### src/rtl/axi_stream_packet_arbiter_if.sv
// Bundled AXI4-Stream lanes: with LANES>1, lane i's fields sit side by side at [i*W +: W].
// The master modport drives payload/valid; the slave modport drives tready.
interface axi_stream_packet_arbiter_if #(
    parameter int LANES      = 1,
    parameter int BYTE_WIDTH = 4,
    parameter int ID_WIDTH   = 1,
    parameter int DEST_WIDTH = 1,
    parameter int USER_WIDTH = 1
);
    logic [LANES-1:0]              tvalid;
    logic [LANES-1:0]              tready;
    logic [LANES*8*BYTE_WIDTH-1:0] tdata;
    logic [LANES*BYTE_WIDTH-1:0]   tstrb;
    logic [LANES*BYTE_WIDTH-1:0]   tkeep;
    logic [LANES-1:0]              tlast;
    logic [LANES*ID_WIDTH-1:0]     tid;
    logic [LANES*DEST_WIDTH-1:0]   tdest;
    logic [LANES*USER_WIDTH-1:0]   tuser;

    modport master (
        output tvalid, tdata, tstrb, tkeep, tlast, tid, tdest, tuser,
        input  tready
    );

    modport slave (
        input  tvalid, tdata, tstrb, tkeep, tlast, tid, tdest, tuser,
        output tready
    );
endinterface

### src/rtl/axi_stream_packet_arbiter.sv
// N:1 packet-granular round-robin AXI4-Stream arbiter; 1-cycle arbitration, then 1 beat/cycle,
// inputs backpressured by m.tready on the locked port only. AXIS_ARB_SRCID_EN prepends grant_idx to m.tid.
module axi_stream_packet_arbiter #(
    parameter int NUM_PORTS  = 4,
    parameter int BYTE_WIDTH = 4,
    parameter int ID_WIDTH   = 1,
    parameter int DEST_WIDTH = 1,
    parameter int USER_WIDTH = 1
) (
    input  logic                          clk,
    input  logic                          resetn,
    axi_stream_packet_arbiter_if.slave    s,
    axi_stream_packet_arbiter_if.master   m,
    output logic                          grant_active,
    output logic [$clog2(NUM_PORTS)-1:0]  grant_idx
);
    localparam int SEL_W = $clog2(NUM_PORTS);
    localparam int DW    = 8 * BYTE_WIDTH;

    typedef enum logic {
        IDLE,
        LOCKED
    } state_t;

    state_t               state;
    logic [SEL_W-1:0]     rr_ptr;
    logic [SEL_W-1:0]     pick;
    logic [SEL_W-1:0]     cand;
    logic                 pick_vld;
    logic                 beat_xfer;
    logic [NUM_PORTS-1:0] rdy;

    // Scan downward so the candidate closest to rr_ptr is the last (winning) assignment.
    always_comb begin
        pick     = rr_ptr;
        cand     = rr_ptr;
        pick_vld = 1'b0;
        for (int k = NUM_PORTS - 1; k >= 0; k--) begin
            cand = SEL_W'((int'(rr_ptr) + k) % NUM_PORTS);
            if (s.tvalid[cand]) begin
                pick     = cand;
                pick_vld = 1'b1;
            end
        end
    end

    assign m.tvalid = grant_active & s.tvalid[grant_idx];
    assign m.tdata  = s.tdata[int'(grant_idx)*DW +: DW];
    assign m.tstrb  = s.tstrb[int'(grant_idx)*BYTE_WIDTH +: BYTE_WIDTH];
    assign m.tkeep  = s.tkeep[int'(grant_idx)*BYTE_WIDTH +: BYTE_WIDTH];
    assign m.tlast  = s.tlast[grant_idx];
    assign m.tdest  = s.tdest[int'(grant_idx)*DEST_WIDTH +: DEST_WIDTH];
    assign m.tuser  = s.tuser[int'(grant_idx)*USER_WIDTH +: USER_WIDTH];

`ifdef AXIS_ARB_SRCID_EN
    assign m.tid = {grant_idx, s.tid[int'(grant_idx)*ID_WIDTH +: ID_WIDTH]};
`else
    assign m.tid = s.tid[int'(grant_idx)*ID_WIDTH +: ID_WIDTH];
`endif

    // tready depends only on registered grant state and m.tready, never on s.tvalid.
    always_comb begin
        rdy = '0;
        if (grant_active) begin
            rdy[grant_idx] = m.tready[0];
        end
    end
    assign s.tready = rdy;

    assign beat_xfer = m.tvalid[0] & m.tready[0];

    always_ff @(posedge clk or negedge resetn) begin
        if (!resetn) begin
            state        <= IDLE;
            rr_ptr       <= '0;
            grant_idx    <= '0;
            grant_active <= 1'b0;
        end else begin
            case (state)
                IDLE: begin
                    if (pick_vld) begin
                        grant_idx    <= pick;
                        grant_active <= 1'b1;
                        state        <= LOCKED;
                    end
                end
                LOCKED: begin
                    if (beat_xfer && s.tlast[grant_idx]) begin
                        state        <= IDLE;
                        grant_active <= 1'b0;
                        rr_ptr       <= (grant_idx == SEL_W'(NUM_PORTS - 1)) ? '0
                                                                            : grant_idx + SEL_W'(1);
                    end
                end
                default: begin
                    state        <= IDLE;
                    grant_active <= 1'b0;
                end
            endcase
        end
    end
endmodule

### src/flat_wrapper.sv
// flat-port wrapper written by rule: the top's interface ports become plain ports
module axi_stream_packet_arbiter_flat 
#(
    parameter int NUM_PORTS  = 4,
    parameter int BYTE_WIDTH = 4,
    parameter int ID_WIDTH   = 1,
    parameter int DEST_WIDTH = 1,
    parameter int USER_WIDTH = 1
)
  (clk, resetn, grant_active, grant_idx, s_tvalid, s_tdata, s_tstrb, s_tkeep, s_tlast, s_tid, s_tdest, s_tuser, s_tready, m_tvalid, m_tdata, m_tstrb, m_tkeep, m_tlast, m_tid, m_tdest, m_tuser, m_tready);
  axi_stream_packet_arbiter_if #(.LANES((4)), .BYTE_WIDTH(BYTE_WIDTH), .ID_WIDTH(ID_WIDTH), .DEST_WIDTH(DEST_WIDTH), .USER_WIDTH(USER_WIDTH)) s_i ();
  axi_stream_packet_arbiter_if #(.LANES(1), .BYTE_WIDTH(BYTE_WIDTH), .ID_WIDTH(ID_WIDTH), .DEST_WIDTH(DEST_WIDTH), .USER_WIDTH(USER_WIDTH)) m_i ();
  input  logic clk;
  input  logic resetn;
  output logic grant_active;
  output logic [$clog2(NUM_PORTS)-1:0] grant_idx;
  input wire logic [$bits(s_i.tvalid)-1:0] s_tvalid;
  input wire logic [$bits(s_i.tdata)-1:0] s_tdata;
  input wire logic [$bits(s_i.tstrb)-1:0] s_tstrb;
  input wire logic [$bits(s_i.tkeep)-1:0] s_tkeep;
  input wire logic [$bits(s_i.tlast)-1:0] s_tlast;
  input wire logic [$bits(s_i.tid)-1:0] s_tid;
  input wire logic [$bits(s_i.tdest)-1:0] s_tdest;
  input wire logic [$bits(s_i.tuser)-1:0] s_tuser;
  output wire logic [$bits(s_i.tready)-1:0] s_tready;
  output wire logic [$bits(m_i.tvalid)-1:0] m_tvalid;
  output wire logic [$bits(m_i.tdata)-1:0] m_tdata;
  output wire logic [$bits(m_i.tstrb)-1:0] m_tstrb;
  output wire logic [$bits(m_i.tkeep)-1:0] m_tkeep;
  output wire logic [$bits(m_i.tlast)-1:0] m_tlast;
  output wire logic [$bits(m_i.tid)-1:0] m_tid;
  output wire logic [$bits(m_i.tdest)-1:0] m_tdest;
  output wire logic [$bits(m_i.tuser)-1:0] m_tuser;
  input wire logic [$bits(m_i.tready)-1:0] m_tready;
  assign s_i.tvalid = s_tvalid;
  assign s_i.tdata = s_tdata;
  assign s_i.tstrb = s_tstrb;
  assign s_i.tkeep = s_tkeep;
  assign s_i.tlast = s_tlast;
  assign s_i.tid = s_tid;
  assign s_i.tdest = s_tdest;
  assign s_i.tuser = s_tuser;
  assign s_tready = s_i.tready;
  assign m_tvalid = m_i.tvalid;
  assign m_tdata = m_i.tdata;
  assign m_tstrb = m_i.tstrb;
  assign m_tkeep = m_i.tkeep;
  assign m_tlast = m_i.tlast;
  assign m_tid = m_i.tid;
  assign m_tdest = m_i.tdest;
  assign m_tuser = m_i.tuser;
  assign m_i.tready = m_tready;
  axi_stream_packet_arbiter #(.NUM_PORTS(NUM_PORTS), .BYTE_WIDTH(BYTE_WIDTH), .ID_WIDTH(ID_WIDTH), .DEST_WIDTH(DEST_WIDTH), .USER_WIDTH(USER_WIDTH)) u_core (.clk(clk), .resetn(resetn), .s(s_i), .m(m_i), .grant_active(grant_active), .grant_idx(grant_idx));
endmodule
### config.mk
export PLATFORM = sky130hd
export DESIGN_NAME = axi_stream_packet_arbiter_flat
export DESIGN_NICKNAME = d
export VERILOG_FILES = /design/src/rtl/axi_stream_packet_arbiter_if.sv /design/src/rtl/axi_stream_packet_arbiter.sv /design/src/flat_wrapper.sv
export SDC_FILE = /design/constraint.sdc
export NUM_CORES = 1
export LEC_CHECK = 0
export ABC_AREA = 1
export CAP_MARGIN = 10
export CORE_AREA = 2 2 91 93
export CTS_CLUSTER_DIAMETER = 50
export CTS_CLUSTER_SIZE = 14
export DETAILED_ROUTE_END_ITERATION = 8
export DIE_AREA = 0 0 93 95
export DONT_BUFFER_PORTS = 1
export PLACE_DENSITY = 0.46
export SYNTH_ARGS = -nofsm -noshare
export SYNTH_HDL_FRONTEND = slang
export SYNTH_SLANG_ARGS = --single-unit
export TNS_END_PERCENT = 30
### constraint.sdc
create_clock -name clk -period 2.9 [get_ports clk]
set_clock_uncertainty 0.15 [all_clocks]
set_input_delay 0.725 -clock clk [delete_from_list [all_inputs] [get_ports clk]]
set_output_delay 0.725 -clock clk [all_outputs]
set_load 0.005 [all_outputs]
==> run summary <==
DP HPWL = 5220 µm
area of the core = 7930 µm²
DRC = 0
Overflow after GRT = 0
Longest Clk Path Bufs = 2
Fillers = 912
RR Startpoint = u_core.grant_idx[0]
Sum Neg Setup Slack = 0 ps
hold_buf cts = 0
Final Slew Violations = 0
Yosys reg bits = 6
max cap viols = 0
CTS H-tree lvls = 1
Cells after DPL = 428
final hold vios = 0
Synth Cell Area = 1800 µm²
Power Total = 2.07 mW
Clock Latency Late Sink = 230 ps
Port Buf Inserts = 0
Leak = 0.767 nW
CTS-repair resized insts = 0
share of cells above drive strength 1 = 9.17%
design area = 1910 µm²
largest net degree at the start of global routing = 55
utilization after layout = 24.1%
Die ar. = 8840 µm²
Final WS setup = 411 ps
RSZ-0062 raised after global routing = false
CTS buffer count = 3
Final Non-Filler Cells = 432
Multi-input gate area = 1440 µm²
# clock sinks = 6
fin nets = 515
I/O pins = 235
starting density of the core = 22.8%
Setup crit start = u_core.grant_idx[0]
Mapped Cells = 347
multiplexer area fraction after synthesis = 0%
area grow syn2layout = 5.89%
proportion of synthesized chip area in sequential cells = 8.32%
CP Max Fanout = 54
CTS tree = built
vias in the first global route = 1,911
Netlist cell types = 25
Reg area = 151 µm²
Max VDD drop = 0.215 mV
crit path kind = reg2out
Power Density = 1080 nW/µm²
status = finished clean
Min-Delay Path Class = in2async
Worst-path clk slew = 40 ps
syn nets = 534
WL per Instance = 15.6 µm
WP data required = 2030 ps
maximum clock frequency = 402 MHz
gr usage total = 12.7%
Worst-Margin Slew = 496 ps
Tcrit/Tclk final = 85.8%
CP Launch Type = register
Final GP Congestion = 0.847
Setup WS pre-CTS = 639 ps
root buf cell = clkbuf_8
post-CTS setup repair buffer count = 0
Final setup viols = 0
# diodes = 0
1st-iter DRT viols = 129
simple-gate portion of the synthesized area = 36.2%
Compound-Gate Fraction of Synth Area = 41.1%
Vias = 2,474
Final Routed Wirelength = 6740 µm
element type at the critical path end = output pin
num rows = 33
largest family of logic cells by synthesized area = compound AO/OA/AOI/OAI gates
global-route wire length before repair = 9110 µm
XOR/XNOR share of the synthesized area = 0%
placed cell area = 1870 µm²
DRT antenna net count = 0
Worst EP arrival = 1610 ps
via/cell ratio = 5.73
minimum clock period = 2490 ps
initial antenna violation count = 0
adder-cell share of the synthesized area = 2.77%
Synth Warn # = 0
hold_ws = 37.8 ps
Die W = 93 µm
DR pass1 iterations = 4
die height = 95 µm
post-synthesis area per instance = 5.20 µm²
slew margin rel. = 66.9%
-- flip-flops by register name, summed over array words and instances, names as in the netlist --
signal	count
u_core.state	1
u_core.rr_ptr	2
u_core.grant_active	1
u_core.grant_idx	2
-- per-layer routing --
layer  track usage, %  wire length [µm]
met5                0                 0
met4             3.06                76
met3             2.08               641
met2             22.0              3300
met1             16.6              2720
-- final cells by class --
class / instances / share of cell area, %
Timing Repair Buffer: 5 / 3.27
Tap cell: 105 / 6.88
Clock buffer: 4 / 2.36
Inverter: 19 / 3.99
Sequential cell: 6 / 7.92
Multi-Input combinational cell: 293 / 75.6
-- cell families (layout without fill, tap and decap cells) --
logic type               after synthesis  after routing
flip-flops                             6              6
AO/OA/AOI/OAI                        135            135
AND/OR/NAND/NOR                      154            154
adder cells (fa/ha/maj)                4              4
buffers and inverters                 48             28
-- critical path, cell delays in order (launching register included) --
cell	delay [ps]
dfrtp_2	390
buf_4	420
o21ai_0	170
o22ai_1	210
and2_1	180
-- worst paths after layout --
kind                                            end  slack [ps]  cells after the start
worst max-delay path                       m_tvalid         410                      4
worst min-delay path            u_core.grant_idx[0]          40                      0
worst max register to register     u_core.rr_ptr[1]         910                      9
worst min register to register         u_core.state         340                      1
max in group asynchronous       u_core.grant_active        2480                      0
min in group clk                       u_core.state         340                      1
-- cells in the final DEF (no fill, tap or decap), drive strengths merged --
master  Yosys  routed
nor2       94      94
o21ai      88      88
o22ai      44      44
nand2      44      44
inv        19      19
nand3      13      13
dfrtp       6       6
buf        11       5
ha          4       4
clkbuf     18       4
and2        1       1
nor3        1       1
o21a        1       1
o31ai       1       1
nand4       1       1
a21oi       1       1
-- report_power, final --
part / total (mW) / internal [mW] / leakage [nW] / switching [mW]
Sequential: 0.179 / 0.123 / 0.0669 / 0.0559
Combinational: 1.76 / 0.571 / 0.678 / 1.18
Clock: 0.137 / 0.0950 / 0.0228 / 0.0419
-- Yosys cell counts --
library cell / n / share of area, %
o21ai_0: 87 / 24
dfrtp_1: 6 / 8.3
inv_2: 3 / 0.62
o31ai_2: 1 / 0.69
ha_1: 4 / 2.8
nand4_1: 1 / 0.35
o21a_1: 1 / 0.42
nor2_2: 1 / 0.35
buf_6: 2 / 1.2
nand2_2: 10 / 3.5
inv_4: 2 / 0.69
buf_1: 1 / 0.21
nand3_1: 12 / 3.3
o22ai_1: 44 / 15
nor2_1: 93 / 19
a21oi_1: 1 / 0.28
o21ai_1: 1 / 0.28
and2_1: 1 / 0.35
nand2_1: 32 / 6.7
clkbuf_1: 18 / 3.7
nor3_2: 1 / 0.55
nand2_4: 2 / 1.2
buf_2: 8 / 2.2
inv_1: 14 / 2.9
nand3_2: 1 / 0.55
No activity file was read; power rests on OpenSTA's default activity.
